`config.mk`:
```
export PLATFORM = sky130hd
export DESIGN_NAME = hit_detector
export DESIGN_NICKNAME = d
export VERILOG_FILES = /design/src/rtl/hit_detector.sv
export SDC_FILE = /design/constraint.sdc
export NUM_CORES = 1
export LEC_CHECK = 0
export ABC_CLOCK_PERIOD_IN_PS = 4400
export CAP_MARGIN = 40
export CORE_MARGIN = 5
export CORE_UTILIZATION = 58
export CTS_BUF_LIST = sky130_fd_sc_hd__clkbuf_16
export CTS_CLUSTER_DIAMETER = 100
export DETAILED_ROUTE_END_ITERATION = 6
export PLACE_DENSITY = 0.89
export SYNTH_ARGS = -nofsm -noshare
export SYNTH_HDL_FRONTEND = slang
export SYNTH_SLANG_ARGS = --single-unit
```
`constraint.sdc`:
```
create_clock -name frame_clk -period 4.4 [get_ports frame_clk]
set_input_delay 1.1 -clock frame_clk [delete_from_list [all_inputs] [get_ports frame_clk]]
set_output_delay 1.1 -clock frame_clk [all_outputs]
set_load 0.02 [all_outputs]
```
`src/rtl/hit_detector.sv`:
```
`timescale 1ns/1ps
`default_nettype none
// ============================================================================
// Module   : hit_detector
// Purpose  : Per-frame bullet/tank hit detection with per-tank cooldown and
//            serialised one-frame hit pulses. FRIENDLY_FIRE_EN (optional
//            macro) lets a bullet also hit the tank that fired it.
// Revision : 1.0
// ============================================================================
module hit_detector #(
  parameter int COORD_W         = 10,
  parameter int HIT_RADIUS      = 12,
  parameter int COOLDOWN_FRAMES = 30,
  parameter int MIN_GAP         = 1
) (
  input  logic               frame_clk,
  input  logic               Reset,
  input  logic               enable,
  input  logic               bullet1_active,
  input  logic [COORD_W-1:0] bullet1_x,
  input  logic [COORD_W-1:0] bullet1_y,
  input  logic               bullet2_active,
  input  logic [COORD_W-1:0] bullet2_x,
  input  logic [COORD_W-1:0] bullet2_y,
  input  logic [COORD_W-1:0] tank1_x,
  input  logic [COORD_W-1:0] tank1_y,
  input  logic [COORD_W-1:0] tank2_x,
  input  logic [COORD_W-1:0] tank2_y,
  output logic               shot_hit1,
  output logic               shot_hit2,
  output logic               bullet1_kill,
  output logic               bullet2_kill
);

  localparam int c_CNT_W = $clog2(COOLDOWN_FRAMES + 1);
  localparam int c_GAP_W = (MIN_GAP > 0) ? $clog2(MIN_GAP + 1) : 1;
  localparam logic [c_CNT_W-1:0] c_COOL     = c_CNT_W'(COOLDOWN_FRAMES);
  localparam logic [c_CNT_W-1:0] c_CNT_ONE  = c_CNT_W'(1);
  localparam logic [c_GAP_W-1:0] c_GAP      = c_GAP_W'(MIN_GAP);
  localparam logic [c_GAP_W-1:0] c_GAP_ONE  = c_GAP_W'(1);
  localparam logic [COORD_W-1:0] c_RADIUS   = COORD_W'(HIT_RADIUS);

  typedef enum logic [0:0] {
    ST_READY    = 1'b0,
    ST_COOLDOWN = 1'b1
  } state_t;

  // Index 0 refers to tank1, index 1 to tank2.
  state_t             r_state     [2];
  state_t             w_state_nxt [2];
  logic [c_CNT_W-1:0] r_cnt       [2];
  logic [c_CNT_W-1:0] w_cnt_nxt   [2];
  logic [1:0]         w_ovl;
  logic [1:0]         w_self;
  logic [1:0]         w_cond;
  logic [1:0]         w_det;
  logic [1:0]         w_req;
  logic [1:0]         r_pend;
  logic [1:0]         w_pend_nxt;
  logic [c_GAP_W-1:0] r_gap;
  logic [c_GAP_W-1:0] w_gap_nxt;
  logic [1:0]         r_hit;
  logic [1:0]         w_hit_nxt;
  logic [1:0]         r_kill;
  logic [1:0]         w_kill_nxt;

  // Unsigned distance without wrap: always subtract the smaller from the larger.
  function automatic logic f_near(input logic [COORD_W-1:0] a,
                                  input logic [COORD_W-1:0] b);
    logic [COORD_W-1:0] d;
    d = (a >= b) ? (a - b) : (b - a);
    return (d <= c_RADIUS);
  endfunction

  assign w_ovl[0] = bullet2_active && f_near(bullet2_x, tank1_x) && f_near(bullet2_y, tank1_y);
  assign w_ovl[1] = bullet1_active && f_near(bullet1_x, tank2_x) && f_near(bullet1_y, tank2_y);

`ifdef FRIENDLY_FIRE_EN
  assign w_self[0] = bullet1_active && f_near(bullet1_x, tank1_x) && f_near(bullet1_y, tank1_y);
  assign w_self[1] = bullet2_active && f_near(bullet2_x, tank2_x) && f_near(bullet2_y, tank2_y);
`else
  assign w_self = 2'b00;
`endif

  assign w_cond = w_ovl | w_self;

  always_comb begin
    w_det = 2'b00;
    for (int n = 0; n < 2; n++) begin
      w_state_nxt[n] = r_state[n];
      w_cnt_nxt[n]   = r_cnt[n];
      if (!enable) begin
        w_state_nxt[n] = ST_READY;
        w_cnt_nxt[n]   = '0;
      end else begin
        case (r_state[n])
          ST_READY: begin
            if (w_cond[n]) begin
              w_det[n]       = 1'b1;
              w_state_nxt[n] = ST_COOLDOWN;
              w_cnt_nxt[n]   = c_COOL;
            end
          end
          ST_COOLDOWN: begin
            w_cnt_nxt[n] = r_cnt[n] - c_CNT_ONE;
            if (r_cnt[n] <= c_CNT_ONE) begin
              w_state_nxt[n] = ST_READY;
              w_cnt_nxt[n]   = '0;
            end
          end
          default: begin
            w_state_nxt[n] = ST_READY;
            w_cnt_nxt[n]   = '0;
          end
        endcase
      end
    end
  end

  // A bullet is despawned by whichever tank's detection it caused.
  always_comb begin
    w_kill_nxt[0] = (w_det[1] && w_ovl[1]) || (w_det[0] && w_self[0]);
    w_kill_nxt[1] = (w_det[0] && w_ovl[0]) || (w_det[1] && w_self[1]);
  end

  // New detections compete in the same edge so an undeferred hit leaves with its kill.
  always_comb begin
    w_req      = r_pend | w_det;
    w_hit_nxt  = 2'b00;
    w_pend_nxt = w_req;
    w_gap_nxt  = (r_gap != '0) ? (r_gap - c_GAP_ONE) : '0;
    if (!enable) begin
      w_pend_nxt = 2'b00;
      w_gap_nxt  = '0;
    end else if (r_gap == '0) begin
      if (w_req[0]) begin
        w_hit_nxt[0]  = 1'b1;
        w_pend_nxt[0] = 1'b0;
        w_gap_nxt     = c_GAP;
      end else if (w_req[1]) begin
        w_hit_nxt[1]  = 1'b1;
        w_pend_nxt[1] = 1'b0;
        w_gap_nxt     = c_GAP;
      end
    end
  end

  always_ff @(posedge frame_clk or posedge Reset) begin
    if (Reset) begin
      r_state[0] <= ST_READY;
      r_state[1] <= ST_READY;
      r_cnt[0]   <= '0;
      r_cnt[1]   <= '0;
      r_pend     <= 2'b00;
      r_gap      <= '0;
      r_hit      <= 2'b00;
      r_kill     <= 2'b00;
    end else begin
      r_state[0] <= w_state_nxt[0];
      r_state[1] <= w_state_nxt[1];
      r_cnt[0]   <= w_cnt_nxt[0];
      r_cnt[1]   <= w_cnt_nxt[1];
      r_pend     <= w_pend_nxt;
      r_gap      <= w_gap_nxt;
      r_hit      <= w_hit_nxt;
      r_kill     <= w_kill_nxt;
    end
  end

  assign shot_hit1    = r_hit[0];
  assign shot_hit2    = r_hit[1];
  assign bullet1_kill = r_kill[0];
  assign bullet2_kill = r_kill[1];

endmodule
`default_nettype wire

```
* Word-level counts from Yosys, hierarchy flattened
Cells that the tools add are included.
** Word-level totals
- Register bits :: 19
- Bits in latches :: 0
- RAM bits :: 0
- Bits in read-only memories :: 0
- Input port bits :: 85
- Output and inout bits :: 4
- Memories kept :: 0
** Cells by class
- $add $sub $neg :: 11
- Multiply operators :: 0
- Div/mod/pow operators :: 0
- Magnitude comparators :: 10
- Eq/ne operators :: 2
- Shift-type cells :: 0
- Muxes and demuxes :: 37
- Bitwise logic cells :: 3
- Reductions and logical operators :: 6
** Operators by type and width (number)
- 10-bit subtractor :: 8
- 10-bit greater-or-equal comparator :: 4
- 10-bit by 4-bit <= comparator with 1-bit output (second input constant) :: 4
- 10-bit two-way mux :: 4
- 5-bit two-way mux :: 6
- 5-bit one-hot mux with 2 select lines :: 2
- 1-bit two-way mux :: 19
- 5-bit by 1-bit <= comparator with 1-bit output (second input constant) :: 2
- 5-bit by 1-bit subtractor with 5-bit output (second input constant) :: 2
- 2-bit two-way mux :: 4
- 1-bit logical AND :: 6
- 3-bit != test (second input constant) :: 2
- 1-bit one-hot mux with 2 select lines :: 2
- 1-bit inverter :: 2
- 2-bit OR :: 1
- 1-bit subtractor (second input constant) :: 1

* Logic depth before layout (Yosys ltp)
- Depth in word-level cells :: 13
- Depth in mapped cells :: 13
- Mapped depth without buffers :: 12

* Worst setup path before layout
No wires, ideal clock.
- Path type :: input to register
- From :: input port bullet1_x[5]
- To :: register r_gap
- Library setup time :: 0.100 ns
- Data arrival time :: 3.874 ns
- Data required time :: 4.300 ns
- Slack :: 0.427 ns
- Stages :: 12
- Cell sequence :: inv_1 > ha_1 > clkbuf_1 > a211oi_1 > o21ai_0 > a22oi_1 > mux2_2 > nor4_1 > o2111ai_1 > nor4_1 > nand3_1 > a311oi_1
** On the way
- Longest elaborated chain between the ends :: 13
** RTL lines
- start: declaration :: line 20 : input logic [COORD_W-1:0] bullet1_x,
- 10-bit subtractor / 10-bit greater-or-equal comparator (equally long branches) :: line 71 : d = (a >= b) ? (a - b) : (b - a);
- 10-bit two-way mux * :: line 71
- 10-bit by 4-bit <= comparator with 1-bit output * :: line 72 : return (d <= c_RADIUS);
- 1-bit logical AND * (2 in a row) :: line 76 : assign w_ovl[1] = bullet1_active && f_near(bullet1_x, tank2_x) && f_near(bullet1_y, tank2_y);
- 1-bit two-way mux * :: line 98 : if (w_cond[n]) begin
- 1-bit two-way mux * :: line 96 : case (r_state[n])
- 1-bit two-way mux * :: line 92 : if (!enable) begin
- 2-bit OR * :: line 128 : w_req = r_pend | w_det;
- 1-bit two-way mux * :: line 140 : end else if (w_req[1]) begin
- 1-bit two-way mux * :: line 136 : if (w_req[0]) begin
- 1-bit two-way mux * :: line 135 : end else if (r_gap == '0) begin
- 1-bit two-way mux * :: line 132 : if (!enable) begin
- net w_gap_nxt :: line 61 : logic [c_GAP_W-1:0] w_gap_nxt;
- end signal: assignment :: line 164 : r_gap <= w_gap_nxt;
- end: declaration :: line 60 : logic [c_GAP_W-1:0] r_gap;
The timed path passes the listed nets; every way through them passes the cells marked *.
A chain may end at the register's enable or synchronous reset.

* Worst setup path after layout
- From :: input port bullet2_y[4]
- To :: register r_pend[1]
** On the way
- Longest elaborated chain between the ends :: 11
** RTL lines
- start: declaration :: line 24 : input logic [COORD_W-1:0] bullet2_y,
- 10-bit subtractor / 10-bit greater-or-equal comparator (equally long branches) :: line 71
- 10-bit two-way mux * :: line 71
- 10-bit by 4-bit <= comparator with 1-bit output * :: line 72
- 1-bit logical AND * :: line 75 : assign w_ovl[0] = bullet2_active && f_near(bullet2_x, tank1_x) && f_near(bullet2_y, tank1_y);
- 1-bit two-way mux * :: line 98
- 1-bit two-way mux * :: line 96
- 1-bit two-way mux * :: line 92
- 2-bit OR * :: line 128
- 1-bit two-way mux * :: line 136
- 2-bit two-way mux * :: line 135
- 2-bit two-way mux * :: line 132
- net w_pend_nxt[1] :: line 59 : logic [1:0] w_pend_nxt;
- end signal: assignment :: line 163 : r_pend <= w_pend_nxt;
- end: declaration :: line 58 : logic [1:0] r_pend;
Marks and branches as above.

==> metrics.md <==
| Metric | Value |
|---|---|
| Largest area contributor in the netlist | `ha_1` |
| Internal power | `623 uW` |
| Post-synthesis adder-cell area fraction | `0.228` |
| Clk pwr share | `0.186` |
| Die extent in y | `97.0 um` |
| Crit path max fanout | `4` |
| # DRC | `0` |
| Syn Area/Cell | `7.34 um^2` |
| Clock Tree Root | `clkbuf_16` |
| Synth Area in Compound Gates | `0.294` |
| Max Freq | `232 MHz` |
| Post-synthesis mux area share | `0.0220` |
| GRT Util Overall | `0.234` |
| Placed cells | `832` |
| Clk_lat worst skew | `0.25 ns` |
| Yosys warnings | `0` |
| Largest family of logic cells by synthesized area | `compound AO/OA/AOI/OAI gates` |
| HP Start | `r_gap$_DFF_PP0_` |
| Crit. Startpoint | `bullet2_y[4]` |
| Part of the power in combinational logic | `0.639` |
| Post-Synth Simple-Gate Area | `0.197` |
| Largest cells by area after synthesis | `ha_1 (23%), dfrtp_1 (11%), inv_1 (8.7%)` |
| Die area | `0.00940 mm^2` |
| EDFF count, synth | `0` |
| Unique masters post-synth | `76` |
| H-tree depth | `1` |
| Top_reg_cell synth | `dfrtp_1` |
| Cell Rows | `31` |
| Die Wd | `97.0 um` |
| Finish-stage setup viols | `0` |
| Mapped Area | `0.00439 mm^2` |
| Final WL | `11900 um` |
| Syn_nets | `763` |
| Pwr/cell area | `172 mW/mm^2` |
| Worst-Margin Slew | `0.713 ns` |
| FF-to-FF End | `r_cnt[7]$_DFFE_PP0P_` |
| Kind of critical path | `input port to flop` |
| GRT overflow | `0` |
| Final Core Density | `0.812` |
| GPL Wtd Cong | `0.985` |
| Port bufs | `88` |
| Critical Path Sink Type | `flop` |
| P_sw | `393 uW` |
| Io pins | `89` |
| Run status | `finished clean` |
| Reg power frac | `0.175` |
| Initial antenna violation count | `0` |
| ANT cells | `0` |
| Area of the core | `0.00729 mm^2` |
| Vias in the first global route | `4554` |
| Final-report hold violation count | `0` |
| Final Cycle Share | `0.979` |
| Vias post-DR | `4799` |
| Clock sink count | `19` |
| Drt wl/cell | `14.3 um` |
| Hold-fix buffers, CTS | `0` |
| Sw Share | `0.387` |
| Gate Count Post-Synth | `598` |
| # fillers | `493` |
| Critical Path End | `r_pend[1]$_DFF_PP0_` |
| First-pass detailed-route iteration total | `4` |
| Depth of the worst register-to-register path | `7` |
| Via-per-instance ratio | `5.74` |
| Post-Synth XOR/XNOR Area | `0.0459` |
| Async SR Flop Fraction | `1.00` |
| First-pass GRT wire length | `19500 um` |
| Slew Viols, Final | `0` |
| Reg2Reg Launch Point | `r_cnt[6]$_DFFE_PP0P_` |
| Clock slew at reported path FFs | `0.06 ns` |
| Leak | `0.00297 uW` |
| Max-cap violations | `0` |
| Syn-to-layout area delta | `34.9%` |
| Seq/Total Area, Yosys | `0.108` |
| Minimum clock period | `4.31 ns` |
| Most common cell after layout, fill and taps aside | `inv_1` |
| # Post-CTS Setup Buffers | `0` |
| Initial core utilization | `0.602` |
| Fraction of layout cells with a size suffix above 1 | `0.132` |
| Arr. time, crit path | `4.44 ns` |
| CTS tree | `done` |
| Most frequent cells in the layout | `inv_1 (102), clkdlybuf4s50_1 (88), ha_1 (79)` |
| Layout Skew | `0.00425 ns` |
| Worst EP required | `4.54 ns` |
| Worst min path class | `flop to flop` |
| R2R setup slack | `2.54 ns` |
| Worst setup SP type | `input port` |
| ANT nets after route | `0` |
| Nets | `903` |
| Share of the synthesized area in the top cell type | `0.228` |
| Largest net degree at the start of global routing | `20` |
| Initial drt markers | `256` |
| Finished Layout Cells | `836` |
| Clk buf depth | `2` |
| HPWL Detailed | `9940 um` |
| Num CTS Buffers | `3` |
| Post-synthesis register bit count | `19` |
| Max IR drop VDD | `145 uV` |
| Slew margin rel. | `0.524` |
==> sequential cells by signal, summed over array words and instances (netlist names) <==
name / cells
r_state: 2
r_gap: 1
r_kill: 2
r_hit: 2
r_pend: 2
r_cnt: 10
==> metrics by stage <==
| stage | setup slack (ns) | power (uW) | area (um^2) | TNS [ns] | hold WS (ns) |
|---|---|---|---|---|---|
| 2_1_floorplan | 0.427 | 571 | 4390 | 0 | 0.432 |
| 3_3_place_gp | -0.103 | 782 | 5780 | -0.370 | 0.448 |
| 3_5_place_dp | -0.235 | 808 | 5780 | -1.50 | 0.452 |
| 4_1_cts | 0.0353 | 999 | 5860 | 0 | 0.512 |
| 5_1_grt | -0.0440 | 1090 | 5920 | -0.0646 | 0.559 |
| 6_report | 0.0938 | 1020 | 5920 | 0 | 0.519 |
==> final cells by class <==
cell class / count / area, um^2 / share of cell area
repair buffers: 149 / 1340 / 0.226
well taps: 99 / 124 / 0.0209
clock buffers: 3 / 75.1 / 0.0127
multi-input cells: 463 / 3520 / 0.594
inverters: 102 / 383 / 0.0647
flip-flops and latches: 19 / 475 / 0.0803
clock inverters: 1 / 5.00 / 0.000846
==> power groups by stage <==
stage	Clock, uW	Combinational, uW	Sequential [uW]
3_5_place_dp	0	628	181
4_1_cts	189	632	177
5_1_grt	198	711	178
2_1_floorplan	0	391	180
6_report	189	650	178
3_3_place_gp	0	602	180
==> synth_stat cells (3+ instances only) <==
library cell	count
nor4_1	4
a21oi_1	47
or3_1	7
nor2b_1	11
nor2_1	34
o31ai_1	3
and3_1	4
nor3b_1	3
xor2_1	13
a211oi_1	7
a21o_1	17
o211ai_1	4
dfrtp_1	19
nand2b_1	7
nor3_1	18
o21ai_0	28
mux2_2	5
ha_1	80
o21a_1	11
mux2i_1	4
and2_1	6
o2111ai_1	5
nand4_1	5
o21bai_1	5
or4_1	3
a221oi_1	4
a211o_1	4
nand3_1	18
o32ai_1	3
o22ai_1	4
xnor2_1	10
o221ai_1	4
inv_1	102
o41ai_1	3
nand2_1	34
clkbuf_1	9
==> worst max-delay path, stage by stage <==
cell and delay [ns]:
clkdlybuf4s50_1 0.48, inv_1 0.05, ha_1 0.34, nand3_1 0.09, or4_4 0.56, o211a_4 0.17
a32oi_2 0.16, xor2_1 0.19, o211ai_1 0.11, or4_4 0.43, o41a_1 0.41, a221oi_2 0.36
==> cells by family after synthesis <==
| group | Yosys count |
|---|---|
| flip-flops | 19 |
| AND/OR/NAND/NOR | 167 |
| multiplexers | 9 |
| AO/OA/AOI/OAI | 184 |
| buffers and inverters | 116 |
| adder cells (fa/ha/maj) | 80 |
| XOR/XNOR | 23 |
==> how the worst min path moves through the flow <==
stage	depth (start not counted)	to	slack (ns)
after CTS	1	r_hit[0]$_DFF_PP0_	0.51
after floorplan	1	r_hit[0]$_DFF_PP0_	0.43
final	1	r_hit[0]$_DFF_PP0_	0.52
after global placement	1	r_hit[0]$_DFF_PP0_	0.45
after detailed placement	1	r_hit[0]$_DFF_PP0_	0.45
after global routing	1	r_hit[0]$_DFF_PP0_	0.56
==> what timing repair did <==
item,CTS,global route
pin swaps,0,3
cloned,0,0
resized for setup,2,11
setup endpoints to repair,2,10
==> metal layers <==
layer / GRT usage / wire length, um / part of all wire
met5: 0 / 0 / 0
met4: 0.0497 / 269 / 0.023
met3: 0.0309 / 542 / 0.045
met2: 0.447 / 6090 / 0.51
met1: 0.274 / 5020 / 0.42
No activity file was read; power rests on OpenSTA's default activity.
